**config.mk**
```make
export PLATFORM = sky130hd
export DESIGN_NAME = mul_pipe_regs_n
export DESIGN_NICKNAME = d
export VERILOG_FILES = /design/src/rtl/mul_pipe_pkg.sv /design/src/rtl/mul_pipe_stage.sv /design/src/rtl/mul_pipe_regs_n.sv
export SDC_FILE = /design/constraint.sdc
export NUM_CORES = 1
export LEC_CHECK = 0
export ABC_CLOCK_PERIOD_IN_PS = 2000
export CORE_MARGIN = 3
export CORE_UTILIZATION = 44
export CTS_CLUSTER_DIAMETER = 100
export DETAILED_ROUTE_END_ITERATION = 16
export PLACE_DENSITY = 0.76
export SLEW_MARGIN = 10
export SYNTH_ARGS = -nofsm -noshare
export SYNTH_HDL_FRONTEND = slang
export SYNTH_SLANG_ARGS = --single-unit
export TNS_END_PERCENT = 5
```
**constraint.sdc**
```tcl
create_clock -name clk -period 2 [get_ports clk]
set_input_delay 0.3 -clock clk [delete_from_list [all_inputs] [get_ports clk]]
set_output_delay 0.3 -clock clk [all_outputs]
set_load 0.05 [all_outputs]
```
**src/rtl/mul_pipe_pkg.sv**
```systemverilog
// Shared widths, instruction-type encodings and the payload layout for the
// multiplier M-stage register chain.
package mul_pipe_pkg;

  localparam int DATA_W_DEF    = 32;
  localparam int ROB_IDX_W_DEF = 4;
  localparam int EXC_W_DEF     = 3;
  localparam int TYPE_W_DEF    = 3;

  // Instruction type encodings; zero marks a slot that carries no multiply.
  localparam logic [TYPE_W_DEF-1:0] INSTR_NOT_MUL = 3'd0;
  localparam logic [TYPE_W_DEF-1:0] INSTR_MUL     = 3'd1;
  localparam logic [TYPE_W_DEF-1:0] INSTR_MULH    = 3'd2;
  localparam logic [TYPE_W_DEF-1:0] INSTR_MULHSU  = 3'd3;
  localparam logic [TYPE_W_DEF-1:0] INSTR_MULHU   = 3'd4;

  // Payload as carried at the default widths (result, ROB tag, exceptions, type).
  typedef struct packed {
    logic [DATA_W_DEF-1:0]    mul_out;
    logic [ROB_IDX_W_DEF-1:0] rob_idx;
    logic [EXC_W_DEF-1:0]     exception_vector;
    logic [TYPE_W_DEF-1:0]    instr_type;
  } mul_payload_t;

endpackage

```
**src/rtl/mul_pipe_stage.sv**
```systemverilog
// One elastic pipeline slot: a valid bit plus payload, loaded when the
// advance chain allows it and cleared by flush.
module mul_pipe_stage
  import mul_pipe_pkg::*;
#(
  parameter int PAY_W  = 39,
  parameter int TYPE_W = 3
) (
  input  logic              clk,
  input  logic              reset,
  input  logic              i_load,
  input  logic              i_flush,
  input  logic              i_v,
  input  logic [PAY_W-1:0]  i_pay,
  input  logic [TYPE_W-1:0] i_typ,
  output logic              o_v,
  output logic [PAY_W-1:0]  o_pay,
  output logic [TYPE_W-1:0] o_typ
);

  localparam logic [TYPE_W-1:0] TYP_NONE = TYPE_W'(INSTR_NOT_MUL);

  logic              r_v;
  logic [PAY_W-1:0]  r_pay;
  logic [TYPE_W-1:0] r_typ;

  // Slot register: flush beats load; a loaded bubble keeps the old data but
  // drops the instruction type so nothing downstream mistakes it for a multiply.
  always_ff @(posedge clk or negedge reset) begin
    if (!reset) begin
      r_v   <= 1'b0;
      r_pay <= '0;
      r_typ <= TYP_NONE;
    end else if (i_flush) begin
      r_v   <= 1'b0;
      r_typ <= TYP_NONE;
    end else if (i_load) begin
      r_v <= i_v;
      if (i_v) begin
        r_pay <= i_pay;
        r_typ <= i_typ;
      end else begin
        r_typ <= TYP_NONE;
      end
    end
  end

  assign o_v   = r_v;
  assign o_pay = r_pay;
  assign o_typ = r_typ;

endmodule

```
**src/rtl/mul_pipe_regs_n.sv**
```systemverilog
// DEPTH-stage elastic register chain for multiplier results and their ROB
// metadata, with bubble collapsing, global flush and an occupancy counter.
module mul_pipe_regs_n
  import mul_pipe_pkg::*;
#(
  parameter int DEPTH     = 2,
  parameter int DATA_W    = DATA_W_DEF,
  parameter int ROB_IDX_W = ROB_IDX_W_DEF,
  parameter int EXC_W     = EXC_W_DEF,
  parameter int TYPE_W    = TYPE_W_DEF,
  localparam int OCC_W    = $clog2(DEPTH + 1)
) (
  input  logic                 clk,
  input  logic                 reset,
  input  logic                 in_valid,
  output logic                 in_ready,
  input  logic [DATA_W-1:0]    in_mul_out,
  input  logic [ROB_IDX_W-1:0] in_rob_idx,
  input  logic [EXC_W-1:0]     in_exception_vector,
  input  logic [TYPE_W-1:0]    in_instr_type,
  input  logic                 flush,
  output logic                 out_valid,
  input  logic                 out_ready,
  output logic [DATA_W-1:0]    out_mul_out,
  output logic [ROB_IDX_W-1:0] out_rob_idx,
  output logic [EXC_W-1:0]     out_exception_vector,
  output logic [TYPE_W-1:0]    out_instr_type,
  output logic [OCC_W-1:0]     out_occupancy
);

  // Everything except instr_type travels as one flat vector through the slots.
  localparam int PAY_W = DATA_W + ROB_IDX_W + EXC_W;

  logic [DEPTH-1:0]  w_v;
  logic [DEPTH-1:0]  w_adv;
  logic [PAY_W-1:0]  w_pay [DEPTH];
  logic [TYPE_W-1:0] w_typ [DEPTH];
  logic [PAY_W-1:0]  w_in_pay;
  logic              w_in_xfer;
  logic              w_out_xfer;
  logic [OCC_W-1:0]  r_occ;

  assign w_in_pay = {in_mul_out, in_rob_idx, in_exception_vector};

  // Stage k may advance if it or any later stage is empty, or the output drains;
  // written as an OR over the tail so the chain has no self-referencing net.
  always_comb begin
    w_adv = '0;
    for (int k = 0; k < DEPTH; k++) begin
      logic acc;
      acc = out_ready;
      for (int j = k; j < DEPTH; j++) begin
        acc = acc | ~w_v[j];
      end
      w_adv[k] = acc;
    end
  end

  assign in_ready   = w_adv[0];
  assign w_in_xfer  = in_valid & in_ready;
  assign w_out_xfer = out_valid & out_ready;

  for (genvar k = 0; k < DEPTH; k++) begin : g_stage
    logic              w_src_v;
    logic [PAY_W-1:0]  w_src_pay;
    logic [TYPE_W-1:0] w_src_typ;

    if (k == 0) begin : g_head
      assign w_src_v   = in_valid;
      assign w_src_pay = w_in_pay;
      assign w_src_typ = in_instr_type;
    end else begin : g_body
      assign w_src_v   = w_v[k-1];
      assign w_src_pay = w_pay[k-1];
      assign w_src_typ = w_typ[k-1];
    end

    mul_pipe_stage #(
      .PAY_W  (PAY_W),
      .TYPE_W (TYPE_W)
    ) u_stage (
      .clk     (clk),
      .reset   (reset),
      .i_load  (w_adv[k]),
      .i_flush (flush),
      .i_v     (w_src_v),
      .i_pay   (w_src_pay),
      .i_typ   (w_src_typ),
      .o_v     (w_v[k]),
      .o_pay   (w_pay[k]),
      .o_typ   (w_typ[k])
    );
  end

  // Occupancy tracks accepted minus delivered entries; flush empties the chain.
  always_ff @(posedge clk or negedge reset) begin
    if (!reset) begin
      r_occ <= '0;
    end else if (flush) begin
      r_occ <= '0;
    end else begin
      case ({w_in_xfer, w_out_xfer})
        2'b10:   r_occ <= r_occ + OCC_W'(1);
        2'b01:   r_occ <= r_occ - OCC_W'(1);
        default: r_occ <= r_occ;
      endcase
    end
  end

  assign out_valid            = w_v[DEPTH-1];
  assign out_mul_out          = w_pay[DEPTH-1][PAY_W-1 -: DATA_W];
  assign out_rob_idx          = w_pay[DEPTH-1][EXC_W +: ROB_IDX_W];
  assign out_exception_vector = w_pay[DEPTH-1][EXC_W-1:0];
  assign out_instr_type       = w_typ[DEPTH-1];
  assign out_occupancy        = r_occ;

endmodule
```
==> metrics <==
outcome=finished clean; WP data arrival=1.60 ns; Final TNS setup=0 ns; Final min period=approximately 1.9 ns; Initial Util=0.4625; CP required=1.70 ns; Worst-Margin Slew=0.5677 ns; share of cells above drive strength 1=0.2177; postcts setup bufs=0; CORE AREA=approximately 0.0074 mm²; Syn Nets=257; H-Tree Level Count=3; slew margin rel.=0.6203; vias per cell=4.882; clk_lat worst skew=0.34 ns; Die ar.=between 0.008 and 0.009 mm²; worst reg2reg path startpoint=g_stage[1].u_stage.o_v$_DFFE_PN0P_; Placed Area=0.004472 mm²; vias in the first global route=2185; Crit-path slowest cell=clkdlybuf4s50_1; crit start category=register; TritonCTS clock tree=done; number of enable flip-flop cells after synthesis=0; clock skew=0.009385 ns; IO Pins=slightly above 90; crit path cell chain=clkdlybuf4s50_1; worst min-delay path category=in -> async; Final Hold Fails=0; r2r setup slk=0.47 ns; PortBufs=92; antenna violations before repair=0; Final Core Density=0.6346; WS Path Type=reg -> out; Crit. End Element=output port; Initial DRT Pass Iterations=4; Synth-to-Final Area Change=37.22%; leakage power=1.977 nW; antenna cells=0; Yosys top cell area share=0.6461; Max Fanout on Critical Path=6; final instance area=0.004677 mm²; dpl ws=between 0.1 and 0.15 ns; gpl congestion=0.8060; Worst R2R End=g_stage[0].u_stage.o_pay[38]$_DFFE_PN0P_; RSZ-0062 raised after global routing=false; area leader, netlist=dfrtp_1; max-slew violation count=0; clk buf depth=2; first-pass GRT wire length=10080 µm; Clock Root Buffer=clkbuf_8; met2 WL=between 3000 and 4000 µm; FFs w/ async S/R, synth=1.000; period utilisation layout=0.9490; GRT Overall Usage=0.1486; Via Count=2031; nets@finish=~360; post-CTS resize count=0; most common cell in the netlist=dfrtp_1; Gate Count Post-Synth=210; MaxCap Viol Count=0; Num CTS Buffers=9; DRC viols=0; PwrDens=1173 mW/mm²; r2r worst-path depth=4; Crit path largest cell delay=0.83 ns; WL final=6186 µm; largest net degree at the start of global routing=47; Synth Register Bits=88; Setup WS post-layout=roughly 0.10 ns; clock transition at the registers of the reported paths=0.09 ns; delay-heaviest family, CP=buffers and inverters; met1 wire length=2653 µm; count of final setup violators=0; Die W=94.01 µm; 1st-iter DRT viols=33; syn_area_per_cell=16.23 µm²; CTS sink cnt=88; GRT overflow=0; Rows=31; post-detailed-route count of antenna-violating nets=0; Max Used Layer=met4; Buf/Inv on CP=1; Most used DFF post-synth=dfrtp_1; Synth cell types=23; Die H=94.01 µm; Routed met3 length=roughly 380 µm; Max VDD drop=0.5308 mV; Post-Syn Area=0.003408 mm²; Post-DP HPWL=4403 µm; Synth area leaders=dfrtp_1 65%, mux2_1 14%, mux2_2 13%; most frequent cells after synthesis=88 x dfrtp_1, 41 x mux2_1, 39 x mux2_2; Seq/Total Area, Yosys=0.6461; fmax=526.9 MHz; Yosys warning count=0; DR WL/cell=14.87 µm
-- sequential cells by signal, indices dropped and copies added (netlist names) --
signal	flops
out_occupancy	2
g_stage.u_stage.o_pay	78
g_stage.u_stage.o_typ	6
g_stage.u_stage.o_v	2
-- routing by layer --
layer / vias up / track usage
met5: - / 0
met4: 0 / 0.06378
met3: 10 / 0.04327
met2: 60 / 0.2413
met1: 1016 / 0.1848
li1: 945 / -
-- worst max-delay path by stage --
stage	from	endpoint	slack, ns	cells after the start
floorplan	g_stage[1].u_stage.o_v$_DFFE_PN0P_	g_stage[0].u_stage.o_pay[31]$_DFFE_PN0P_	0.16	5
global placement	flush	g_stage[0].u_stage.o_pay[38]$_DFFE_PN0P_	0.14	5
detailed placement	out_ready	g_stage[1].u_stage.o_pay[21]$_DFFE_PN0P_	0.13	5
CTS	g_stage[1].u_stage.o_v$_DFFE_PN0P_	out_valid	0.09	1
global route	g_stage[1].u_stage.o_v$_DFFE_PN0P_	out_valid	0.04	1
finish	g_stage[1].u_stage.o_v$_DFFE_PN0P_	out_valid	0.10	1
-- area by class of cell --
type                            instances  area, µm²
Fill cell                             571       2693
Clock buffer                           10      127.6
Multi-Input combinational cell        111       1100
Tap cell                               99      123.9
Clock inverter                          6      67.56
Sequential cell                        88       2202
Timing Repair Buffer                  102       1056
-- kinds of logic (layout without fill, tap and decap cells) --
logic type / count (synthesis) / after routing / share of synthesized area
AOI/OAI and AO/OA: 10 / 10 / 0.02166
buffers and inverters: 11 / 118 / 0.03120
DFF: 88 / 88 / 0.6461
muxes: 80 / 80 / 0.2643
and+or+nand+nor: 21 / 21 / 0.03671
-- timing repair --
| item | CTS | global route |
|---|---|---|
| hold endpoints to repair | 42 | 0 |
| hold buffers | 1 | 0 |
| setup endpoints to repair | 0 | 0 |
-- stage by stage --
stage	instances	hold WS (ns)	power (mW)
detailed placement	399	0.3295	4.342
global route	416	0.5016	5.732
floorplan	210	0.004409	3.587
CTS	416	0.4828	5.550
finish	416	0.4741	5.485
global placement	399	0.3207	4.304
-- report_power, final --
| part | total [mW] | switching [mW] | leakage (nW) | internal (mW) |
|---|---|---|---|---|
| logic | 1.95 | 1.18 | 0.827 | 0.769 |
| clock network | 1.20 | 0.615 | 0.0933 | 0.584 |
| registers | 2.34 | 0.190 | 1.06 | 2.15 |
| total | 5.48 | 1.98 | 1.98 | 3.50 |
-- cell usage in the layout, fill, tap and decap left out --
cell              n
and3b_1           1
clkbuf_1          1
dfrtp_1          88
a21oi_4           1
buf_12            5
nand2_1           4
a21oi_1           4
nand3_1           3
buf_4             6
clkdlybuf4s50_1  90
nor4bb_1          1
nand3b_2          1
inv_6             2
dlygate4sd3_1     1
nor3b_1           1
nor2b_1           2
clkbuf_8          9
a22o_1            3
nand2b_2          1
mux2_1           41
bufinv_16         1
nor2b_2           1
clkinvlp_4        2
clkinv_2          1
a31oi_1           1
o21ai_0           1
nor2_1            4
mux2_2           39
nand2b_1          2
Power figures use the tool's default switching activity.
